[src/rtl/uart_lsb_embedder_if.sv]
// Bundle for the serial input, message input and the byte/frame outputs of the LSB embedder.
// The master drives the line and the message; the slave (the design) returns the received data.
interface uart_lsb_embedder_if #(
  parameter int BPS        = 16,
  parameter int FRAME_SIZE = 1
);
  logic                      in_rx_serial;
  logic [FRAME_SIZE-1:0]     in_message;
  logic [7:0]                out_rx_byte;
  logic                      out_rx_valid;
  logic [FRAME_SIZE*BPS-1:0] out_frame;
  logic                      out_ready;

  modport master (
    output in_rx_serial, in_message,
    input  out_rx_byte, out_rx_valid, out_frame, out_ready
  );

  modport slave (
    input  in_rx_serial, in_message,
    output out_rx_byte, out_rx_valid, out_frame, out_ready
  );
endinterface

[src/rtl/uart_lsb_embedder.sv]
// 8N1 UART receiver feeding a little-endian frame packer whose completed frame
// has the LSB of every sample replaced by one message bit.
module uart_lsb_embedder #(
  parameter int CLKS_PER_BIT = 87,
  parameter int BPS          = 16,
  parameter int FRAME_SIZE   = 1
) (
  input logic                  in_clk,
  input logic                  in_rst,
  uart_lsb_embedder_if.slave   bus
);
  localparam int FW     = FRAME_SIZE * BPS;
  localparam int NBYTES = FW / 8;
  localparam int CNT_W  = (NBYTES > 1) ? $clog2(NBYTES) : 1;
  localparam int TMR_W  = $clog2(CLKS_PER_BIT);
  localparam int HALF   = (CLKS_PER_BIT - 1) / 2;

  localparam logic [2:0] S_IDLE    = 3'd0;
  localparam logic [2:0] S_START   = 3'd1;
  localparam logic [2:0] S_DATA    = 3'd2;
  localparam logic [2:0] S_STOP    = 3'd3;
  localparam logic [2:0] S_CLEANUP = 3'd4;

  logic             rx_meta, rx_sync;
  logic [2:0]       state;
  logic [TMR_W-1:0] timer;
  logic [2:0]       bit_idx;
  logic [7:0]       shift;
  logic [7:0]       rx_byte;
  logic             rx_valid;

  logic [CNT_W-1:0] byte_cnt;
  logic [FW-1:0]    frame_buf;
  logic [FW-1:0]    full_frame;
  logic [FW-1:0]    embedded;
  logic [FW-1:0]    frame;
  logic             ready;

  // Synchronizer resets to the idle level so leaving reset never looks like a start bit.
  always_ff @(posedge in_clk) begin
    if (in_rst) begin
      rx_meta <= 1'b1;
      rx_sync <= 1'b1;
    end else begin
      rx_meta <= bus.in_rx_serial;
      rx_sync <= rx_meta;
    end
  end

  always_ff @(posedge in_clk) begin
    if (in_rst) begin
      state    <= S_IDLE;
      timer    <= '0;
      bit_idx  <= '0;
      shift    <= '0;
      rx_byte  <= '0;
      rx_valid <= 1'b0;
    end else begin
      rx_valid <= 1'b0;
      case (state)
        S_IDLE: begin
          timer   <= '0;
          bit_idx <= '0;
          if (!rx_sync) state <= S_START;
        end
        S_START: begin
          if (timer == TMR_W'(HALF)) begin
            timer <= '0;
            state <= rx_sync ? S_IDLE : S_DATA;
          end else begin
            timer <= timer + 1'b1;
          end
        end
        S_DATA: begin
          if (timer == TMR_W'(CLKS_PER_BIT - 1)) begin
            timer          <= '0;
            shift[bit_idx] <= rx_sync;
            bit_idx        <= bit_idx + 1'b1;
            if (bit_idx == 3'd7) state <= S_STOP;
          end else begin
            timer <= timer + 1'b1;
          end
        end
        S_STOP: begin
          if (timer == TMR_W'(CLKS_PER_BIT - 1)) begin
            timer <= '0;
            state <= S_CLEANUP;
            // A low stop bit is a framing error: the byte is dropped silently.
            if (rx_sync) begin
              rx_byte  <= shift;
              rx_valid <= 1'b1;
            end
          end else begin
            timer <= timer + 1'b1;
          end
        end
        S_CLEANUP: state <= S_IDLE;
        default:   state <= S_IDLE;
      endcase
    end
  end

  // NOTE: every always_comb target gets a full default first so no latch is inferred.
  always_comb begin
    full_frame = frame_buf;
    full_frame[byte_cnt*8 +: 8] = rx_byte;
    embedded = full_frame;
    for (int i = 0; i < FRAME_SIZE; i++) embedded[i*BPS] = bus.in_message[i];
  end

  always_ff @(posedge in_clk) begin
    if (in_rst) begin
      byte_cnt  <= '0;
      frame_buf <= '0;
      frame     <= '0;
      ready     <= 1'b0;
    end else begin
      ready <= 1'b0;
      if (rx_valid) begin
        frame_buf[byte_cnt*8 +: 8] <= rx_byte;
        if (byte_cnt == CNT_W'(NBYTES - 1)) begin
          byte_cnt <= '0;
          frame    <= embedded;
          ready    <= 1'b1;
        end else begin
          byte_cnt <= byte_cnt + 1'b1;
        end
      end
    end
  end

  assign bus.out_rx_byte  = rx_byte;
  assign bus.out_rx_valid = rx_valid;
  assign bus.out_frame    = frame;
  assign bus.out_ready    = ready;
endmodule

[src/flat_wrapper.sv]
// flat-port wrapper written by rule: the top's interface ports become plain ports
module uart_lsb_embedder_flat 
#(
  parameter int CLKS_PER_BIT = 87,
  parameter int BPS          = 16,
  parameter int FRAME_SIZE   = 1
)
  (in_clk, in_rst, bus_in_rx_serial, bus_in_message, bus_out_rx_byte, bus_out_rx_valid, bus_out_frame, bus_out_ready);
  uart_lsb_embedder_if #(.BPS(BPS), .FRAME_SIZE(FRAME_SIZE)) bus_i ();
  input logic in_clk;
  input logic in_rst;
  input wire logic [$bits(bus_i.in_rx_serial)-1:0] bus_in_rx_serial;
  input wire logic [$bits(bus_i.in_message)-1:0] bus_in_message;
  output wire logic [$bits(bus_i.out_rx_byte)-1:0] bus_out_rx_byte;
  output wire logic [$bits(bus_i.out_rx_valid)-1:0] bus_out_rx_valid;
  output wire logic [$bits(bus_i.out_frame)-1:0] bus_out_frame;
  output wire logic [$bits(bus_i.out_ready)-1:0] bus_out_ready;
  assign bus_i.in_rx_serial = bus_in_rx_serial;
  assign bus_i.in_message = bus_in_message;
  assign bus_out_rx_byte = bus_i.out_rx_byte;
  assign bus_out_rx_valid = bus_i.out_rx_valid;
  assign bus_out_frame = bus_i.out_frame;
  assign bus_out_ready = bus_i.out_ready;
  uart_lsb_embedder #(.CLKS_PER_BIT(CLKS_PER_BIT), .BPS(BPS), .FRAME_SIZE(FRAME_SIZE)) u_core (.in_clk(in_clk), .in_rst(in_rst), .bus(bus_i));
endmodule
[config.mk]
export PLATFORM = sky130hd
export DESIGN_NAME = uart_lsb_embedder_flat
export DESIGN_NICKNAME = d
export VERILOG_FILES = /design/src/rtl/uart_lsb_embedder_if.sv /design/src/rtl/uart_lsb_embedder.sv /design/src/flat_wrapper.sv
export SDC_FILE = /design/constraint.sdc
export NUM_CORES = 1
export LEC_CHECK = 0
export ABC_AREA = 1
export CAP_MARGIN = 5
export CORE_ASPECT_RATIO = 1.4
export CORE_MARGIN = 2
export CORE_UTILIZATION = 50
export CTS_BUF_LIST = sky130_fd_sc_hd__clkbuf_8
export CTS_CLUSTER_DIAMETER = 80
export CTS_CLUSTER_SIZE = 12
export DETAILED_ROUTE_END_ITERATION = 10
export PLACE_DENSITY = 0.73
export SETUP_SLACK_MARGIN = 0.2
export SKIP_CTS_REPAIR_TIMING = 1
export SYNTH_ARGS = -nofsm -noshare
export SYNTH_HDL_FRONTEND = slang
export SYNTH_SLANG_ARGS = --single-unit
export TNS_END_PERCENT = 100
[constraint.sdc]
create_clock -name in_clk -period 1.7 [get_ports in_clk]
set_input_delay 0.34 -clock in_clk [delete_from_list [all_inputs] [get_ports in_clk]]
set_output_delay 0.34 -clock in_clk [all_outputs]
set_load 0.02 [all_outputs]
Word level (Yosys, flattened, before mapping)
Index checks and enable logic that the tools add are counted.

Output and inout port bits: 26. Logic and storage cells: 65. Register bits: 66. Input bits: 4.

Reductions and logical operators: 12. Add/sub/neg operators: 4. Magnitude comparators: 2. Muxes and demuxes: 19. Bitwise logic cells: 3. Shift-type cells: 2. Eq/ne operators: 11.

Operators by type and width (number): negator 4 -> 34 bit (1); variable shift 8 x 34 -> 16 bit (first input constant) (1); variable part select 8 x 34 -> 16 bit (1); case mux 7 bit (3 select lines) (1); two-way mux 3 bit (6); bitwise mux 16 bit (1); two-way mux 7 bit (2); case mux 3 bit (4 select lines) (1); bitwise mux 8 bit (1); != test 2 x 1 -> 1 bit (second input constant) (4); adder 7 x 1 -> 7 bit (second input constant) (1); == test 7 x 6 -> 1 bit (second input constant) (1); == test 7 bit (second input constant) (1); == test 3 x 2 -> 1 bit (second input constant) (2); case mux 3 bit (2 select lines) (1); AND reduction 2 bit (3); AND reduction 5 bit (1); less-than comparator 3 x 4 -> 1 bit (second input constant) (1); two-way mux 1 bit (4); OR reduction 2 bit (2); adder 3 x 1 -> 3 bit (second input constant) (1); demux 1 bit (select 3 bit) (1); == test 3 x 1 -> 1 bit (second input constant) (1); == test 3 bit (second input constant) (1); 11 further kinds (13).

Logic depth before layout (Yosys ltp)
Word-level depth: 5. Depth in mapped cells: 11. Gate-level depth less buffers: 11.

Least setup slack after synthesis
No wires, ideal clock.

Path kind: reg-to-reg. Start: register u_core.timer[0]. End: register u_core.rx_byte[0], in the netlist u_core.bus.out_rx_byte[0]. Data arrival time: 1.150 ns. Setup time: 0.116 ns. Buffers on the path: 0. Required time: 1.584 ns. Cell stages (with the launch flop): 10. Clock period less this slack: 1.266 ns. Setup slack: 0.434 ns. Cells stage by stage: dfxtp_1 > inv_1 > ha_1 > nand2_1 > inv_1 > nand2_1 > nor2_2 > nand3_4 > o21ai_0 > nor2_1.

Longest elaborated chain between the ends: 2.

RTL lines: start, declared (line uart_lsb_embedder.sv:26) `logic [TMR_W-1:0] timer;`; start signal, assigned (line uart_lsb_embedder.sv:71) `timer <= timer + 1'b1;`; start signal, assigned (line uart_lsb_embedder.sv:81) `timer <= timer + 1'b1;`; start signal, assigned (line uart_lsb_embedder.sv:94) `timer <= timer + 1'b1;`; == test 7 bit (line uart_lsb_embedder.sv:85) `if (timer == TMR_W'(CLKS_PER_BIT - 1)) begin`; AND reduction 3 bit (no source line); end signal, assigned (line uart_lsb_embedder.sv:90) `rx_byte <= shift;`; end, declared (line uart_lsb_embedder.sv:29) `logic [7:0] rx_byte;`.

Every way passes these cells. A chain may end at the register's enable or synchronous reset.

Final worst setup path
Start: register u_core.bit_idx[0]. End: register u_core.state[0].

Longest elaborated chain between the ends: 3.

RTL lines: start, declared (line uart_lsb_embedder.sv:27) `logic [2:0] bit_idx;`; start signal, assigned (line uart_lsb_embedder.sv:78) `bit_idx <= bit_idx + 1'b1;`; == test 3 bit (line uart_lsb_embedder.sv:79) `if (bit_idx == 3'd7) state <= S_STOP;`; != test 2 x 1 -> 1 bit (no source line); AND reduction 5 bit (no source line); end signal, assigned (line uart_lsb_embedder.sv:69) `state <= rx_sync ? S_IDLE : S_DATA;`; end, declared (line uart_lsb_embedder.sv:25) `logic [2:0] state;`.

Every way passes these cells.

==> flow_metrics.tcl <==
set metrics [dict create \
    synth_area_um2 2450 \
    p_per_area_nw_per_um2 1000 \
    drt-vias-per-instance 4.99 \
    io_pins 30 \
    cts_sinks 57 \
    cts_tree "yes" \
    crit_required_ns 1.94 \
    grt_max_degree 32 \
    grt_use_total 0.205 \
    finalCritPeriodShare 0.822 \
    slew_viol_final 0 \
    placed_area_um2 2810 \
    die_x_um 63.2 \
    finalWeightedCongestion 0.816 \
    wl_per_cell_um 12.2 \
    crit_path_start "u_core.bit_idx[0]$_SDFFE_PP0P_" \
    crit_slowest_cell "dfxtp_2" \
    p_leak_nw 1.81 \
    vdd_ir_drop_max_v 0.00103 \
    syn2layout_area_growth_pct 29.0 \
    utilization 0.663 \
    ys_seq_area_frac 0.466 \
    crit_type "reg2reg" \
    hpwl_um 3590 \
    critPathArrivalTime_ns 1.64 \
    final_layout_size_suffix_gt1_frac 0.136 \
    design_area_um2 3160 \
    vias 2160 \
    setup_viol 0 \
    worstSetupStartpointType "flop" \
    antenna_found_initial 0 \
    power_mw 3.17 \
    ant_nets 0 \
    max_slew_margin 0.712 \
    hold_path.class "reg2reg" \
    clock_latency_ns 0.35 \
    die_h_um 86.8 \
    final_nets 372 \
    yosys_warnings 0 \
    rsz0062_at_grt "no" \
    place_ws_ns 0.152 \
    rrSetupSlack_ns 0.30 \
    diodes 0 \
    core-area_um2 4770 \
    firstDrtPassIters 4 \
    fin_worst_skew_ns 0.00572 \
    maxCapViolations 0 \
    cts.clk_slew.worst_paths_ns 0.06 \
    tightest_slew_ns 0.431 \
    crit_end "u_core.state[0]$_SDFFE_PP0P_" \
    worstPathMaxFanout 8 \
    regToRegEndpoint "u_core.state[0]$_SDFFE_PP0P_" \
    avgSynthCellArea_um2 7.45 \
    wl_um 5290 \
    start_util 0.514 \
    max_freq_mhz 716 \
    die-area_um2 5480 \
    syn_nets 337 \
    htree_levels 3 \
    crit_chain "ha_1 -> ha_1 -> nand3b_1 -> nand2_1 -> inv_1 -> nand3_1 -> nand2_1 -> inv_1 -> nor2_1" \
    dr.first_iter.drc_count 91 \
    place_inst 413 \
    grt_pass1_wl_um 8470 \
    status "finished clean" \
    drcViolationCount 0 \
    cts_made_buffers 9 \
    tns_ns 0 \
    cts_root_buffer "clkbuf_8" \
    cts.path.max_buffers 2 \
    rows 30 \
    cpPeakStageDelay_ns 0.36 \
    rr_startpoint "u_core.bit_idx[0]$_SDFFE_PP0P_" \
    endpoint_kind "flop" \
    stdcell_count 433 \
    fin_ws_ns 0.303 \
    synth-seq-cells 57 \
    port_buffers 29 \
    yosys.cell_types.count 29 \
    fill_cells 416 \
    period_minus_slack_ns 1.40 \
    worstRegToRegCells 9 \
    grt_pass1_vias 1948 \
    gr-total-overflow 0 \
    hold_ws_ns 0.416 \
    hold_violations 0 \
    synth_cells 329 \
]
routing by layer:
metal | up-vias | share of wire | global-route usage
met2 | 46 | 0.53 | 0.359
met3 | 15 | 0.046 | 0.0896
met5 | - | 0 | 0
li1 | 1113 | - | -
met1 | 986 | 0.40 | 0.208
met4 | 0 | 0.026 | 0.101
cells by family (layout without fill, tap and decap cells):
kind of cell / after synthesis / in the layout / synth area share
DFF: 57 / 57 / 0.466
and+or+nand+nor: 162 / 162 / 0.309
buffers and inverters: 57 / 97 / 0.101
adders and majority gates: 4 / 4 / 0.0204
AOI/OAI and AO/OA: 48 / 48 / 0.100
xor gates and xnor gates: 1 / 1 / 0.00358
flip-flops by register name, indices dropped and copies added (netlist names):
register and flops:
u_core.bus.out_frame 16, u_core.bus.out_rx_byte 8, u_core.shift 8, u_core.frame_buf 7, u_core.timer 7, u_core.bit_idx 3, u_core.state 3, u_core.bus.out_ready 1
u_core.bus.out_rx_valid 1, u_core.byte_cnt 1, u_core.rx_meta 1, u_core.rx_sync 1
critical path: cells and delay by family (launching register included):
kind | cells | cell delay [ns]
DFF | 1 | 0.36
and+or+nand+nor | 5 | 0.44
buffers and inverters | 2 | 0.11
adders and majority gates | 2 | 0.39
cell type report:
class | count | area, um^2 | share of cell area
timing repair buffer | 39 | 459 | 0.145
sequential | 57 | 1140 | 0.362
tap | 64 | 80.1 | 0.0253
multi-input combinational | 215 | 1090 | 0.346
clock inverter | 6 | 82.6 | 0.0261
inverter | 42 | 163 | 0.0515
clock buffer | 10 | 138 | 0.0435
how the worst min path moves through the flow:
stage	startpoint	endpoint	slack [ns]	cells past startpoint
2_1_floorplan	u_core.rx_meta$_SDFF_PP1_	u_core.rx_sync$_SDFF_PP1_	0.39	1
3_3_place_gp	u_core.rx_meta$_SDFF_PP1_	u_core.rx_sync$_SDFF_PP1_	0.39	1
3_5_place_dp	u_core.rx_meta$_SDFF_PP1_	u_core.rx_sync$_SDFF_PP1_	0.40	1
4_1_cts	u_core.rx_meta$_SDFF_PP1_	u_core.rx_sync$_SDFF_PP1_	0.42	1
5_1_grt	u_core.rx_meta$_SDFF_PP1_	u_core.rx_sync$_SDFF_PP1_	0.44	1
6_report	u_core.rx_meta$_SDFF_PP1_	u_core.rx_sync$_SDFF_PP1_	0.42	1
report_power, final:
group          internal (mW)  switching (mW)
Clock                  0.855           0.526
Combinational          0.132           0.251
Sequential              1.37          0.0335
synthesized netlist by cell type, drive strengths merged:
| library cell | number | share of area |
|---|---|---|
| a21oi | 22 | 0.045 |
| buf | 10 | 0.027 |
| clkbuf | 5 | 0.0082 |
| clkinv | 1 | 0.0036 |
| dfxtp | 57 | 0.47 |
| ha | 4 | 0.020 |
| inv | 41 | 0.063 |
| nand2 | 72 | 0.11 |
| nand3 | 36 | 0.087 |
| nand3b | 1 | 0.0031 |
| nand4 | 3 | 0.0077 |
| nor2 | 45 | 0.085 |
| nor3 | 3 | 0.010 |
| o211ai | 1 | 0.0031 |
| o21ai | 24 | 0.049 |
| o21bai | 1 | 0.0031 |
| or2 | 2 | 0.0051 |
| xor2 | 1 | 0.0036 |
layout by cell type, fill, tap and decap left out:
master and instances:
nand3_4 2, nor2_1 39, inv_2 3, nand4_1 3
o21ai_1 4, dfxtp_2 3, or2_2 2, nor2_8 1
buf_12 2, inv_1 39, nand2_2 1, a21oi_1 22
clkbuf_8 10, nand3b_1 1, nand3_1 31, nand3_2 3
clkinv_2 2, o211ai_1 1, nor2_2 2, clkinv_4 2
bufinv_16 2, xor2_1 1, o21bai_1 1, nor3_1 1
nand2_4 1, buf_6 1, nor3_2 2, ha_1 3
o21ai_0 20, clkdlybuf4s50_1 3, nand2_1 70, ha_4 1
nor2_4 3, buf_4 7, dfxtp_1 54, dlymetal6s2s_1 26
Power figures use the tool's default switching activity.
==> variant 1 (same flow settings) <==
`BPS` is set to 16 in 3 places; all go to 32.
--- a/src/rtl/uart_lsb_embedder_if.sv
+++ b/src/rtl/uart_lsb_embedder_if.sv
@@ -3,3 +3,3 @@
 interface uart_lsb_embedder_if #(
-  parameter int BPS        = 16,
+  parameter int BPS        = 32,
   parameter int FRAME_SIZE = 1
--- a/src/rtl/uart_lsb_embedder.sv
+++ b/src/rtl/uart_lsb_embedder.sv
@@ -4,3 +4,3 @@
   parameter int CLKS_PER_BIT = 87,
-  parameter int BPS          = 16,
+  parameter int BPS          = 32,
   parameter int FRAME_SIZE   = 1
--- a/src/flat_wrapper.sv
+++ b/src/flat_wrapper.sv
@@ -4,3 +4,3 @@
   parameter int CLKS_PER_BIT = 87,
-  parameter int BPS          = 16,
+  parameter int BPS          = 32,
   parameter int FRAME_SIZE   = 1
Ports: changed (resized bus_out_frame); port bits go from 30 to 46. The function was not compared with the original's and may differ.
==> variant 1 against the unedited design <==
- area after synthesis up 82%
- sequential cell count is 41 higher
- critical path type unchanged
- setup slack got worse by 0.20 ns
- cell area up 84%
- clock power down 8%
- synthesized cell count rose by 93%
- routed wire length rose by 110%
- power up 32%
- critical path depth down 2
==> variant 1: results (changes against the unedited design) <==
global_route:
  grt_start_max_net_pins: 67  # +110%
  grt.total_usage_pct: 21.6  # +1.1 points
  antenna_found_initial: 0  # unchanged
  grt_pass1_vias: 3735  # +92%
  grt_pass1_wl_microns: 16900  # +99%
logic_synthesis:
  synth_common_cells: "130 x inv_1, 105 x nor2_1, 98 x dfxtp_1"
  synth_nets: 650  # +93%
  ys_seq_area_share_pct: 43.9  # -2.7 points
  synth_fa_ha_area_share_pct: 2.80  # +0.76 points
  async_flop_share_pct: 0  # unchanged
  synthXorXnorAreaFrac_pct: 0.196  # -0.16 points
  avgSynthCellArea_sq_um: 7.03  # -5.6%
  synth_compound_area_share_pct: 18.5  # +8.5 points
  yosys_warnings: 0  # unchanged
  ys_types: 31  # +6.9%
  synthMuxAreaShare_pct: 0  # unchanged
  yosys-top-cells-area: "dfxtp_1 44%, inv_1 11%, o21ai_0 9.1%, nor2_1 8.8%, a21oi_1 5.4%"
critical_path:
  path_max_fanout: 8  # unchanged
  worst_ep_arrival_time_ns: 1.92  # +0.28 ns
detailed_routing:
  wl_per_cell_microns: 13.9  # +14%
  dr.pass1.iters: 5  # +1
  drt_iter0_markers: 182  # +100%
  num_vias: 4138  # +92%
sta:
  skew_ns: 0.00400  # -0.00172 ns
  slew-limit-headroom_pct: 72.5  # +1.3 points
placed_design:
  placed_cell_area_sq_um: 5090  # +81%
  port_buffers: 45  # +55%
  dp_hpwl_microns: 7350  # +100%
  dp.cells: 772  # +87%
  dpl_worst_slack_ns: 0.120  # -0.0328 ns
  gp_congestion: 0.849  # +4.1%
run:
  maxCapViolCount: 0  # unchanged
clock_tree:
  clock_path_buffers: 2  # unchanged
  clock-root-buffer: "clkbuf_8"
  cts_inserted_buffers: 9  # unchanged
  htreeDepth: 3  # unchanged
  clock_latency_ns: 0.37  # +0.02 ns
  clk_pin_slew_worst_paths_ns: 0.08  # +0.02 ns
power:
  p_leak_nw: 3.46  # +91%
  ir_drop_v: 0.000640  # -38%
  switching_share_pct: 27.3  # +1.7 points
hold_path:
  hp-class: "flip-flop to flip-flop"
layout:
  fin_cells: 795  # +84%
  drive_gt1_share_pct: 16.4  # +2.8 points
  largest_reg_flops: 32  # +16
  antenna_cells: 0  # unchanged
  final_nets: 701  # +88%
run_status:
  outcome: "completed"
variant 1: cell count changes in the layout (fill, tap and decap cells not counted), moves of 23 or more:
cell and change:
inv_1 +89, nor2_1 +63, dfxtp_1 +39, o21ai_1 +39, nand2_1 -29, a21oi_1 +23
variant 1: cell type report:
type	count	area, sq um
fillers	741	2840
multi-input cells	374	2250
flip-flops and latches	98	1970
repair buffers	71	800
inverters	133	510
clock buffers	10	138
well taps	105	131
clock inverters	4	15.0
variant 1: critical path, stage by stage, from the launching register on:
cell        delay [ns]
dfxtp_4           0.38
clkinvlp_4        0.16
ha_4              0.37
nand4_1           0.14
buf_6             0.20
o22ai_2           0.16
o21ai_1           0.08
inv_1             0.05
variant 1: metal layers:
layer | routed length, microns | track usage, %
met5 | 0 | 0
met4 | 296 | 10.6
met3 | 383 | 3.49
met2 | 5890 | 40.6
met1 | 4500 | 23.6
variant 1: cell families after synthesis:
| group | after synthesis |
|---|---|
| AO/OA/AOI/OAI | 157 |
| XOR/XNOR | 1 |
| adder cells (fa/ha/maj) | 10 |
| buffers and inverters | 166 |
| flip-flops | 98 |
| AND/OR/NAND/NOR | 204 |
variant 1: power groups by stage:
stage               sequential [mW]  combinational [mW]  clock, mW
floorplan                      2.41               0.382          0
global placement               2.45               0.416          0
detailed placement             2.46               0.429          0
CTS                            2.40               0.431       1.29
global route                   2.42               0.594       1.37
finish                         2.41               0.511       1.27
variant 1: path summary, 6_finish.rpt:
| path | slack (ns) | from | endpoint | cells past startpoint |
|---|---|---|---|---|
| worst min-delay path | 0.42 | u_core.rx_meta | u_core.rx_sync | 1 |
| worst max-delay path | 0.10 | u_core.byte_cnt[1] | u_core.frame_buf[16] | 7 |
| worst max register to register | 0.10 | u_core.byte_cnt[1] | u_core.frame_buf[16] | 7 |
| worst min register to register | 0.42 | u_core.rx_meta | u_core.rx_sync | 1 |
==> variant 2 (config.mk and constraints unchanged) <==
Without the edit above. Reset style: asynchronous (`in_rst`), changed in 3 clocked blocks. Comments in the files are not updated.
--- a/src/rtl/uart_lsb_embedder.sv
+++ b/src/rtl/uart_lsb_embedder.sv
@@ -39,3 +39,3 @@
   // Synchronizer resets to the idle level so leaving reset never looks like a start bit.
-  always_ff @(posedge in_clk) begin
+  always_ff @(posedge in_clk or posedge in_rst) begin
     if (in_rst) begin
@@ -49,3 +49,3 @@
 
-  always_ff @(posedge in_clk) begin
+  always_ff @(posedge in_clk or posedge in_rst) begin
     if (in_rst) begin
@@ -110,3 +110,3 @@
 
-  always_ff @(posedge in_clk) begin
+  always_ff @(posedge in_clk or posedge in_rst) begin
     if (in_rst) begin
Behaviour: no difference found for any inputs over 10 cycles, from zero or initial values and one cycle with in_rst high; that may be too few to reach the edited logic, so the function may still have changed.
==> variant 2 against the unedited design <==
- die area grew 4.5%
- hold slack lost 0.056 ns
- area after synthesis grew 4.7%
- cell area grew 7.0%
- fmax shrank 6.9%
- largest cell class unchanged
- critical endpoint is now u_core.shift[1]
- sequential cell count is the same
- power grew 11%
- routed wire length shrank 0.30%
- combinational power grew 41%
- setup slack lost 0.10 ns
- critical path depth is the same
- via count shrank 5.7%
==> variant 2: results (changes against the unedited design) <==
run_status:
  outcome: "completed"
layout:
  final_nets: 341  # -8.3%
  regArea_sq_um: 1430  # +25%
  inverters: 29  # -31%
  signal_buffers: 41  # +5.1%
  clock_area_share_pct: 7.18  # +0.21 points
  areaGrowthSynthToFinish_pct: 31.7
  multi_input_comb_cells: 195  # -9.3%
  buf_share_pct: 14.0  # -0.54 points
  drive_gt1_share_pct: 18.6  # +5.1 points
detailed_routing:
  wl_met2_microns: 2790  # +0.29%
  met3_length_microns: 206  # -15%
  via_per_inst: 5.07  # +1.6%
  wl_met1_microns: 2180  # +2.5%
  wl_per_cell_microns: 13.1  # +7.4%
  routed_wl_microns: 5270  # -0.30%
sta:
  slew-limit-headroom_pct: 68.3  # -2.9 points
  skew_ns: 0.00437  # -0.00135 ns
  whs_ns: 0.360  # -0.0560 ns
critical_path:
  path_max_fanout: 7  # -1
  crit_path_max_incr_delay_ns: 0.41  # +0.05 ns
logic_synthesis:
  ys_seq_area_share_pct: 55.7  # +9.1 points
  synthXorXnorAreaFrac_pct: 1.37  # +1.0 points
  synth_cells: 288  # -12%
  synth_common_cells: "117 x nand2_1, 55 x dfrtp_1, 24 x inv_1"
  synth_compound_area_share_pct: 3.02  # -7.0 points
power:
  power_frac_comb_pct: 15.3  # +3.2 points
  power.density_nw_per_um2: 1040  # +4.0%
  switching_share_pct: 26.5  # +0.90 points
  p_leak_nw: 2.21  # +22%
global_route:
  gr-usage-met3_pct: 5.60  # -3.4 points
  grt.total_usage_pct: 18.9  # -1.7 points
  met2_usage_pct: 31.4  # -4.4 points
  grt_pass1_vias: 1835  # -5.8%
placed_design:
  dp.cells: 379  # -8.2%
  dp_hpwl_microns: 3300  # -8.0%
  dpl_worst_slack_ns: 0.103  # -0.0491 ns
  placed_cell_area_sq_um: 2950  # +5.3%
-- variant 2: changes by cell type after synthesis, moves of 7 or more --
cell | unedited run | this run
nor2_1 | 39 | 12
mux2_2 | 0 | 7
a21oi_1 | 22 | 0
nand4_1 | 3 | 11
nand2_1 | 71 | 117
dfxtp_1 | 57 | 0
o21ai_0 | 24 | 13
dfrtp_1 | 0 | 55
nand3_1 | 31 | 7
inv_1 | 40 | 24
-- variant 2: worst max path at each step --
stage                               endpoint                 startpoint  slack [ns]  depth (start not counted)
after global placement     u_core.bit_idx[1]            u_core.timer[0]        0.19                          9
after floorplan              u_core.shift[7]            u_core.timer[0]        0.39                          9
after detailed placement     u_core.state[0]            u_core.timer[0]        0.10                          8
after CTS                 bus_out_rx_byte[1]  u_core.bus.out_rx_byte[1]       -0.04                          1
final                        u_core.shift[1]            u_core.timer[0]        0.20                          9
after global routing         u_core.state[0]            u_core.timer[0]        0.04                          8
